<file path="src/rtl/statistic_stim_gen.sv">
// statistic_stim_gen
//   Stimulus source for the statistic counter block. On start it issues one
//   clear cycle and then streams num_pairs byte pairs on DataOut1/DataOut2
//   from the selected pattern mode. A done pulse follows the last pair.
//   The block also keeps a registered model of the counter's EvenParity,
//   GreyCode and overflow outputs. This model is cycle-aligned with the
//   counter, so the outputs can be compared directly.
// Ports
//   clock, reset           rising-edge clock, async active-high reset
//   start, abort           begin a burst (IDLE only) / end RUN early (RUN only)
//   mode[1:0]              0 LFSR, 1 grey alternating, 2 even-parity LFSR, 3 idle words
//   num_pairs[7:0]         pairs per burst, 0..255
//   seed[7:0]              lane-1 LFSR seed; lane 2 uses ~seed
//   DataOut1/2[7:0]        registered lane data toward the counter
//   clear_out              registered counter clear
//   pair_valid, busy, done burst status
//   exp_even, exp_grey     counter output model
//   exp_ovf                sticky overflow model
module statistic_stim_gen #(
  parameter logic [7:0] IDLE_WORD = 8'h01,
  parameter logic [7:0] ZERO_SUB  = 8'hA5
) (
  input  logic       clock,
  input  logic       reset,
  input  logic       start,
  input  logic       abort,
  input  logic [1:0] mode,
  input  logic [7:0] num_pairs,
  input  logic [7:0] seed,
  output logic [7:0] DataOut1,
  output logic [7:0] DataOut2,
  output logic       clear_out,
  output logic       pair_valid,
  output logic       busy,
  output logic       done,
  output logic [7:0] exp_even,
  output logic [7:0] exp_grey,
  output logic       exp_ovf
);

  localparam logic [1:0] S_IDLE  = 2'd0;
  localparam logic [1:0] S_CLEAR = 2'd1;
  localparam logic [1:0] S_RUN   = 2'd2;
  localparam logic [1:0] S_DONE  = 2'd3;

  function automatic logic [7:0] lfsr_step(input logic [7:0] l);
    return {l[6:0], l[7] ^ l[5] ^ l[4] ^ l[3]};
  endfunction

  // A zero seed would lock the LFSR at zero.
  function automatic logic [7:0] seed_fix(input logic [7:0] s);
    return (s == 8'h00) ? ZERO_SUB : s;
  endfunction

  function automatic logic [7:0] force_even(input logic [7:0] l);
    return {l[7:1], ^l[7:1]};
  endfunction

  function automatic logic even_bit(input logic [7:0] v);
    return ~^v;
  endfunction

  function automatic logic grey_bit(input logic [7:0] v);
    return (v == 8'hAA) || (v == 8'h55);
  endfunction

  logic [1:0] state;
  logic [1:0] next_state;
  logic [1:0] mode_q;
  logic [7:0] cnt;
  logic [7:0] lfsr1;
  logic [7:0] lfsr2;
  logic       alt;
  logic [7:0] pat1;
  logic [7:0] pat2;
  logic [8:0] sum_even;
  logic [8:0] sum_grey;

  // Next-state decode; cnt holds the pairs still to send after the current one.
  always_comb begin
    next_state = state;
    case (state)
      S_IDLE: begin
        if (start) next_state = S_CLEAR;
        else       next_state = S_IDLE;
      end
      S_CLEAR: begin
        if (cnt != 8'd0) next_state = S_RUN;
        else             next_state = S_DONE;
      end
      S_RUN: begin
        if (abort || (cnt == 8'd0)) next_state = S_DONE;
        else                        next_state = S_RUN;
      end
      S_DONE:  next_state = S_IDLE;
      default: next_state = S_IDLE;
    endcase
  end

  // Pattern generation from the current generator state.
  always_comb begin
    pat1 = IDLE_WORD;
    pat2 = IDLE_WORD;
    case (mode_q)
      2'd0: begin
        pat1 = lfsr1;
        pat2 = lfsr2;
      end
      2'd1: begin
        pat1 = alt ? 8'h55 : 8'hAA;
        pat2 = alt ? 8'hAA : 8'h55;
      end
      2'd2: begin
        pat1 = force_even(lfsr1);
        pat2 = force_even(lfsr2);
      end
      2'd3: begin
        pat1 = IDLE_WORD;
        pat2 = IDLE_WORD;
      end
      default: begin
        pat1 = IDLE_WORD;
        pat2 = IDLE_WORD;
      end
    endcase
  end

  // 9-bit model sums; bit 8 is the counter carry.
  always_comb begin
    sum_even = {1'b0, exp_even} + {8'd0, even_bit(DataOut1)} + {8'd0, even_bit(DataOut2)};
    sum_grey = {1'b0, exp_grey} + {8'd0, grey_bit(DataOut1)} + {8'd0, grey_bit(DataOut2)};
  end

  // FSM and registered outputs; outputs reflect the state being entered.
  always_ff @(posedge clock or posedge reset) begin
    if (reset) begin
      state      <= S_IDLE;
      DataOut1   <= IDLE_WORD;
      DataOut2   <= IDLE_WORD;
      clear_out  <= 1'b0;
      pair_valid <= 1'b0;
      busy       <= 1'b0;
      done       <= 1'b0;
    end else begin
      state      <= next_state;
      clear_out  <= (next_state == S_CLEAR);
      pair_valid <= (next_state == S_RUN);
      busy       <= (next_state != S_IDLE);
      done       <= (next_state == S_DONE);
      if (next_state == S_RUN) begin
        DataOut1 <= pat1;
        DataOut2 <= pat2;
      end else begin
        DataOut1 <= IDLE_WORD;
        DataOut2 <= IDLE_WORD;
      end
    end
  end

  // Burst parameters and pattern generators: load on start, step per emitted pair.
  always_ff @(posedge clock or posedge reset) begin
    if (reset) begin
      mode_q <= 2'd0;
      cnt    <= 8'd0;
      lfsr1  <= ZERO_SUB;
      lfsr2  <= ZERO_SUB;
      alt    <= 1'b0;
    end else if ((state == S_IDLE) && start) begin
      mode_q <= mode;
      cnt    <= num_pairs;
      lfsr1  <= seed_fix(seed);
      lfsr2  <= seed_fix(~seed);
      alt    <= 1'b0;
    end else if (next_state == S_RUN) begin
      cnt    <= cnt - 8'd1;
      lfsr1  <= lfsr_step(lfsr1);
      lfsr2  <= lfsr_step(lfsr2);
      alt    <= ~alt;
    end else begin
      mode_q <= mode_q;
      cnt    <= cnt;
      lfsr1  <= lfsr1;
      lfsr2  <= lfsr2;
      alt    <= alt;
    end
  end

  // Counter model: clears with clear_out, otherwise accumulates the lanes on every edge.
  always_ff @(posedge clock or posedge reset) begin
    if (reset) begin
      exp_even <= 8'd0;
      exp_grey <= 8'd0;
      exp_ovf  <= 1'b0;
    end else if (clear_out) begin
      exp_even <= 8'd0;
      exp_grey <= 8'd0;
      exp_ovf  <= 1'b0;
    end else begin
      exp_even <= sum_even[7:0];
      exp_grey <= sum_grey[7:0];
      exp_ovf  <= exp_ovf | sum_even[8] | sum_grey[8];
    end
  end

endmodule

</file>
<file path="config.mk">
export PLATFORM = sky130hd
export DESIGN_NAME = statistic_stim_gen
export DESIGN_NICKNAME = d
export VERILOG_FILES = /design/src/rtl/statistic_stim_gen.sv
export SDC_FILE = /design/constraint.sdc
export NUM_CORES = 1
export LEC_CHECK = 0
export CAP_MARGIN = 15
export CORE_UTILIZATION = 49
export DETAILED_ROUTE_END_ITERATION = 8
export PLACE_DENSITY = 0.74
export RECOVER_POWER = 25
export SLEW_MARGIN = 10
export SYNTH_ARGS = -nofsm -noshare
export SYNTH_HDL_FRONTEND = slang
export SYNTH_SLANG_ARGS = --single-unit
</file>
<file path="constraint.sdc">
create_clock -name clock -period 2.2 [get_ports clock]
set_input_delay 0.44 -clock clock [delete_from_list [all_inputs] [get_ports clock]]
set_output_delay 0.44 -clock clock [all_outputs]
set_load 0.005 [all_outputs]
</file>
==> results.toml, run 1 <==
[status]
outcome = "finished with violations"
violations = "setup timing"

[cells_and_area]
final_nets = 494
fin_cells = 551
drive_gt1_share_pct = 16.2
syn2layout_area_growth_pct = 30.2
n_antenna_cell = 0
fill_cells = 563

[grt]
grt_remaining_overflow = 0
antenna_found_initial = 0
grt_pass1_wl_mm = 13.9
grt_use_total_pct = 23.5
grt_pass1_vias = 3020
grt_max_degree = 51

[clock_network]
cts-root-buf = "clkbuf_8"
clk_latency_ns = 0.35
clk_pin_slew_ns = 0.07
cts_num_sinks = 66
clk_path_buf_depth = 2
tritoncts = "built"
cts.hold.buffers_added = 0
cts-htree-levels = 3
cts_buffers = 9

[synthesis]
ys_types = 48
syn-num-nets = 420
yosys_register_bits = 66
synth.avg_cell_area_um2 = 9.88
synth_area_leader_cell = "dfrtp_1"
ys_warn_count = 0
async_reset_ff_share_pct = 100
synth_seq_area_share_pct = 45.1
netlist_area_um2 = 3690
synth_ff_type = "dfrtp_1"
synth_top_area_share_pct = 38.0
synth-edff-count = 0
synth_cells = 373
synthTopCellsByArea = "dfrtp_1 (38%), ha_1 (7.8%), dfstp_2 (7.1%)"

[timing]
tightest_slew_ns = 0.660
rsz0062_at_grt = "yes"
final-hold-violation-count = 0
fin_setup_tns_ns = -0.397
period_minus_slack_ns = 2.32
max_freq_ghz = 0.431
drv_slew = 0
setup_violations = 7
fin_ws_ns = -0.121
fin_crit_sh_pct = 105
relSlewSlack_pct = 56.0
skew_ns = 0.0101

[setup_path]
crit_path_end = "exp_even[5]$_DFF_PP0_"
reg2regPathDepth = 8
rrSetupSlack_ns = -0.12
critPathMaxFanout = 3
startpoint = "DataOut2[0]$_DFF_PP1_"
cp.required_ns = 2.47
rr_endpoint = "exp_even[5]$_DFF_PP0_"
startpoint_type = "flop"
r2r_start = "DataOut2[0]$_DFF_PP1_"
critical_path_class = "reg -> reg"
crit_path_end_kind = "flop"
cp.arrival_ns = 2.59

[routing]
drt_iter0_drc = 133
vias = 3010
via_per_inst = 5.46
drt-met1-wl_mm = 3.59
routedWlPerCell_um = 15.2
wl_met3_um = 312
route.met2.wl_mm = 4.32
wl_mm = 8.36
route.detailed.drc = 0
ant_nets = 0
drt_first_pass_iters = 4
top_layer_used = "met4"

[power_and_ir_drop]
p_leak_nw = 2.04
power.density_nw_per_um2 = 1540
peakVddDrop_mv = 0.719

[placement]
dpl.hpwl_mm = 5.92
place.port_buffers = 58
place_congestion = 0.909
numPlacedInstances = 533

[hold_path]
whs_path_depth = 2
hp-class = "reg -> reg"

[floorplanning]
die_h_um = 88.7
rows = 31
core_area_um2 = 7250
dieArea_um2 = 7870
ios = 59
die_w_um = 88.7
start_util_pct = 50.8

[flow_run]
max_cap_viol_count = 0
-- repair_timing --
item,4_1_cts,5_1_grt
resized for setup,3,8
endpoints found under the setup margin,7,32
buffers inserted,1,1
pin swaps,3,0
endpoints found under the hold margin,0,0
-- area by class of cell --
cell class	instances	area [um2]	area share, %
multi-input cells	259	1900	39.7
flip-flops and latches	66	1660	34.7
repair buffers	85	803	16.7
clock buffers	10	138	2.87
well taps	99	124	2.58
inverters	26	100	2.09
clock inverters	6	66.3	1.38
-- layout by cell type (no fill, tap or decap), types with 2 or more instances in the layout --
master           synthesis  layout
a21oi_1                 20      19
clkdlybuf4s50_1          0      57
nand2_1                 19      19
buf_4                    0      23
a21o_1                   2       2
clkbuf_8                 0      10
inv_1                   25      24
nor3_1                   2       2
nand4_1                 11      11
xor2_1                   6       4
or4_1                    5       5
or3_1                    6       6
nand3b_1                 6       6
ha_1                    23      20
xnor2_2                  0       3
nor2b_1                  6       6
o211ai_1                 9       9
nand4b_1                 2       2
xnor3_1                  4       4
o211a_1                  2       2
a31oi_1                 12      12
dfstp_2                 10      10
xor2_2                   0       2
buf_6                    1       2
o31ai_1                  2       2
xnor2_1                 16      13
a211o_1                  2       2
o21ai_0                 16      15
clkinvlp_4               0       3
nor2_1                  30      29
ha_4                     0       2
and2_1                   3       3
a32oi_1                  3       3
o41ai_1                  2       2
nand3_1                 20      20
dfrtp_1                 56      56
nand2b_1                15      15
-- synth_stat cells, drive strengths merged (7+ instances only) --
cell type and instances:
a21oi 20, o211ai 9, dfrtp 56, nor2 30, nand2b 15, ha 23, dfstp 10, a31oi 12
buf 7, xnor2 16, nand3 20, inv 26, o21ai 16, clkbuf 15, nand4 11, nand2 20
-- registers in the layout, indices dropped and copies added (netlist names), 8 cells and up --
name      flops
cnt           8
exp_grey      8
exp_even      8
lfsr1         8
lfsr2         8
DataOut1      8
DataOut2      8
-- per-layer routing --
metal  global-route usage [%]  vias up
met2                     39.6       79
met4                     8.80        0
met5                        0        -
met1                     30.1     1471
li1                         -     1447
met3                     4.57       13
-- worst min path at each step --
| stage | from | endpoint | slack [ns] |
|---|---|---|---|
| after floorplan | seed[2] | lfsr2[2]$_DFFE_PP1P_ | 0.49 |
| after global placement | exp_ovf$_DFF_PP0_ | exp_ovf$_DFF_PP0_ | 0.52 |
| after detailed placement | lfsr1[7]$_DFFE_PP1P_ | DataOut1[7]$_DFF_PP0_ | 0.53 |
| after CTS | reset | state[1]$_DFF_PP0_ | 0.40 |
| after global routing | exp_ovf$_DFF_PP0_ | exp_ovf$_DFF_PP0_ | 0.58 |
| final | lfsr1[5]$_DFFE_PP1P_ | lfsr1[5]$_DFFE_PP1P_ | 0.54 |
-- report_power, final --
group	switching [mW]	leakage, nW	internal (mW)
combinational	1.99	1.13	2.16
sequential	0.442	0.821	1.77
clock	0.484	0.0945	0.553
total	2.92	2.04	4.48
-- stage by stage --
step                      utilization [%]  total power [mW]  area, um2  hold WS, ns  setup slack [ns]
after detailed placement             62.4              6.16       4530        0.530            -0.107
after global routing                 66.2              8.00       4800        0.579            -0.203
after CTS                            65.7              7.31       4770        0.404           -0.0504
after floorplan                         -              4.84       3710        0.489           0.00837
after global placement               62.4              6.00       4530        0.520           -0.0292
final                                66.2              7.39       4800        0.538            -0.121
-- cells by family after synthesis --
logic type,count (synthesis),share of synthesized area (%)
xor+xnor,26,7.67
flops,66,45.1
buf+inv,48,5.33
simple gates,132,19.6
fa+ha+maj,25,8.89
compound gates,76,13.3
-- critical path: stages, from the launching register on --
cell,delay [ns]
dfstp_2,0.55
inv_2,0.05
ha_4,0.23
xor2_2,0.19
xnor2_2,0.17
fa_2,0.36
nand3b_1,0.22
or3_1,0.35
a21oi_2,0.14
Power figures use the tool's default switching activity.
==> inputs of run 2 (changes only) <==
--- a/config.mk
+++ b/config.mk
@@ -10,6 +10,7 @@
 export DETAILED_ROUTE_END_ITERATION = 8
 export PLACE_DENSITY = 0.74
 export RECOVER_POWER = 25
+export REMOVE_ABC_BUFFERS = 1
 export SLEW_MARGIN = 10
 export SYNTH_ARGS = -nofsm -noshare
 export SYNTH_HDL_FRONTEND = slang
==> run 2 against run 1 <==
Effect of this change: the run still ends with setup timing left; sequential share of layout area down 0.54 points; global-route usage grew 0.50 points; clock power increased by 20%; critical endpoint unchanged.
==> results.toml, run 2 (synthesized netlist as in run 1, its figures left out) <==
[status]
outcome = "finished with violations"
violations = "setup timing"

[setup_path]
cp.required_ns = 2.44
cp.arrival_ns = 2.47
critPathTopFamily = "adder cells"
crit_slowest_cell = "dfstp_2"
cp_cell_sequence = "inv_2 -> ha_4 -> xor2_2 -> xnor2_1 -> fa_2 -> nand3b_1 -> buf_4 -> o21ai_1 -> a21oi_2"
crit_buf_inv = 2
slowest_delay_ns = 0.54
critPathMaxFanout = 3
startpoint_type = "flop"
rrSetupSlack_ns = -0.03
crit_path_end_kind = "flop"
critical_path_class = "reg -> reg"

[clock_network]
cts.hold.buffers_added = 0
clk_latency_ns = 0.35
cts-htree-levels = 3
cts_num_sinks = 66
clk_pin_slew_ns = 0.08
cts_setup_buffers = 0
tritoncts = "built"
cts_buffers = 9
clk_path_buf_depth = 2
cts-root-buf = "clkbuf_8"

[cells_and_area]
final_nets = 498
fin_cells = 555
n_antenna_cell = 0
regArea_um2 = 1660
multi_input_area_um2 = 1900
syn2layout_area_growth_pct = 32.2
fill_cells = 583
final_area_um2 = 4870
drive_gt1_share_pct = 17.1
layout_common_cells = "clkdlybuf4s50_1 (57), dfrtp_1 (56), nor2_1 (28)"
final_common_cell = "clkdlybuf4s50_1"

[power_and_ir_drop]
p_sw_share_pct = 38.4
power.density_nw_per_um2 = 1550
peakVddDrop_mv = 0.923
internal_power_mw = 4.67
p_leak_nw = 2.08
combPwrFrac_pct = 54.3
p_seq_share_pct = 29.2
pwr-share-clk_pct = 16.5
p_sw_mw = 2.91

[timing]
fin_ws_ns = -0.0253
skew_ns = 0.0139
max_freq_ghz = 0.449
relSlewSlack_pct = 4.70
final-hold-violation-count = 0
fin_hold_ws_ns = 0.540
tightest_slew_ns = 1.43
drv_slew = 0
fin_setup_tns_ns = -0.0253
setup_violations = 1
period_minus_slack_ns = 2.23
fin_crit_sh_pct = 101
rsz0062_at_grt = "yes"

[grt]
grt_pass1_vias = 3029
grt_pass1_wl_mm = 14.4
antenna_found_initial = 0
grt_remaining_overflow = 0
grt_max_degree = 67
grt_use_total_pct = 24.0

[routing]
wl_mm = 8.21
drt_iter0_drc = 143
ant_nets = 0
via_per_inst = 5.51
drt_first_pass_iters = 5
vias = 3057
routedWlPerCell_um = 14.8
route.detailed.drc = 0

[floorplanning]
core_area_um2 = 7250
die_w_um = 88.7
ios = 59
start_util_pct = 50.8
rows = 31
die_h_um = 88.7
dieArea_um2 = 7870

[placement]
place_congestion = 0.847
place.port_buffers = 58
numPlacedInstances = 539
dpl.hpwl_mm = 5.86
placed_cell_area_um2 = 4560

[hold_path]
hp-class = "reg -> reg"

[flow_run]
max_cap_viol_count = 0
[run 2: area by class of cell]
| class | count | area share [%] |
|---|---|---|
| sequential | 66 | 34.1 |
| clock inverter | 6 | 2.36 |
| tap | 99 | 2.54 |
| timing repair buffer | 89 | 17.2 |
| inverter | 26 | 2.05 |
| multi-input combinational | 259 | 39.1 |
| clock buffer | 10 | 2.62 |
[run 2: worst paths after layout]
| kind | start | to | depth (start not counted) |
|---|---|---|---|
| worst min register to register | lfsr1[7]$_DFFE_PP1P_ | DataOut1[7]$_DFF_PP0_ | 2 |
| worst min-delay path | lfsr1[7]$_DFFE_PP1P_ | DataOut1[7]$_DFF_PP0_ | 2 |
| min in group asynchronous | reset | clear_out$_DFF_PP0_ | 3 |
| worst max-delay path | DataOut2[0]$_DFF_PP1_ | exp_even[5]$_DFF_PP0_ | 9 |
| worst max register to register | DataOut2[0]$_DFF_PP1_ | exp_even[5]$_DFF_PP0_ | 9 |
| max in group asynchronous | reset | lfsr2[6]$_DFFE_PP0P_ | 3 |
[run 2: worst reg2reg max path, delay by kind of cell (launching register included)]
kind,cells,cell delay (ns)
DFF,1,0.54
and+or+nand+nor,1,0.20
AOI/OAI and AO/OA,2,0.26
adders and majority gates,2,0.61
buffers and inverters,2,0.21
xor gates and xnor gates,2,0.31
[run 2: metal layers]
layer	global-route usage, %	wire length (um)
met1	30.9	3550
met2	39.6	4060
met5	0	0
met3	4.76	404
met4	10.1	185
[run 2: power groups by stage]
stage | registers, mW | clock network, mW | logic [mW]
floorplan | 2.15 | 0 | 2.55
global placement | 2.19 | 0 | 3.84
detailed placement | 2.22 | 0 | 3.95
CTS | 2.21 | 1.26 | 4.10
global route | 2.29 | 1.34 | 4.57
finish | 2.21 | 1.25 | 4.12
[run 2: timing repair]
item,4_1_cts,5_1_grt
pin swaps,6,1
gates cloned,0,0
gates resized for setup,11,8
endpoints found under the hold margin,0,0
endpoints found under the setup margin,7,37
[run 2: metrics by stage]
stage / util [%] / worst slack, ns / power [mW]
floorplan: - / -0.146 / 4.70
detailed placement: 62.9 / -0.144 / 6.17
global placement: 62.9 / -0.0889 / 6.03
CTS: 67.0 / -0.0350 / 7.56
global route: 67.2 / -0.142 / 8.19
finish: 67.2 / -0.0253 / 7.58
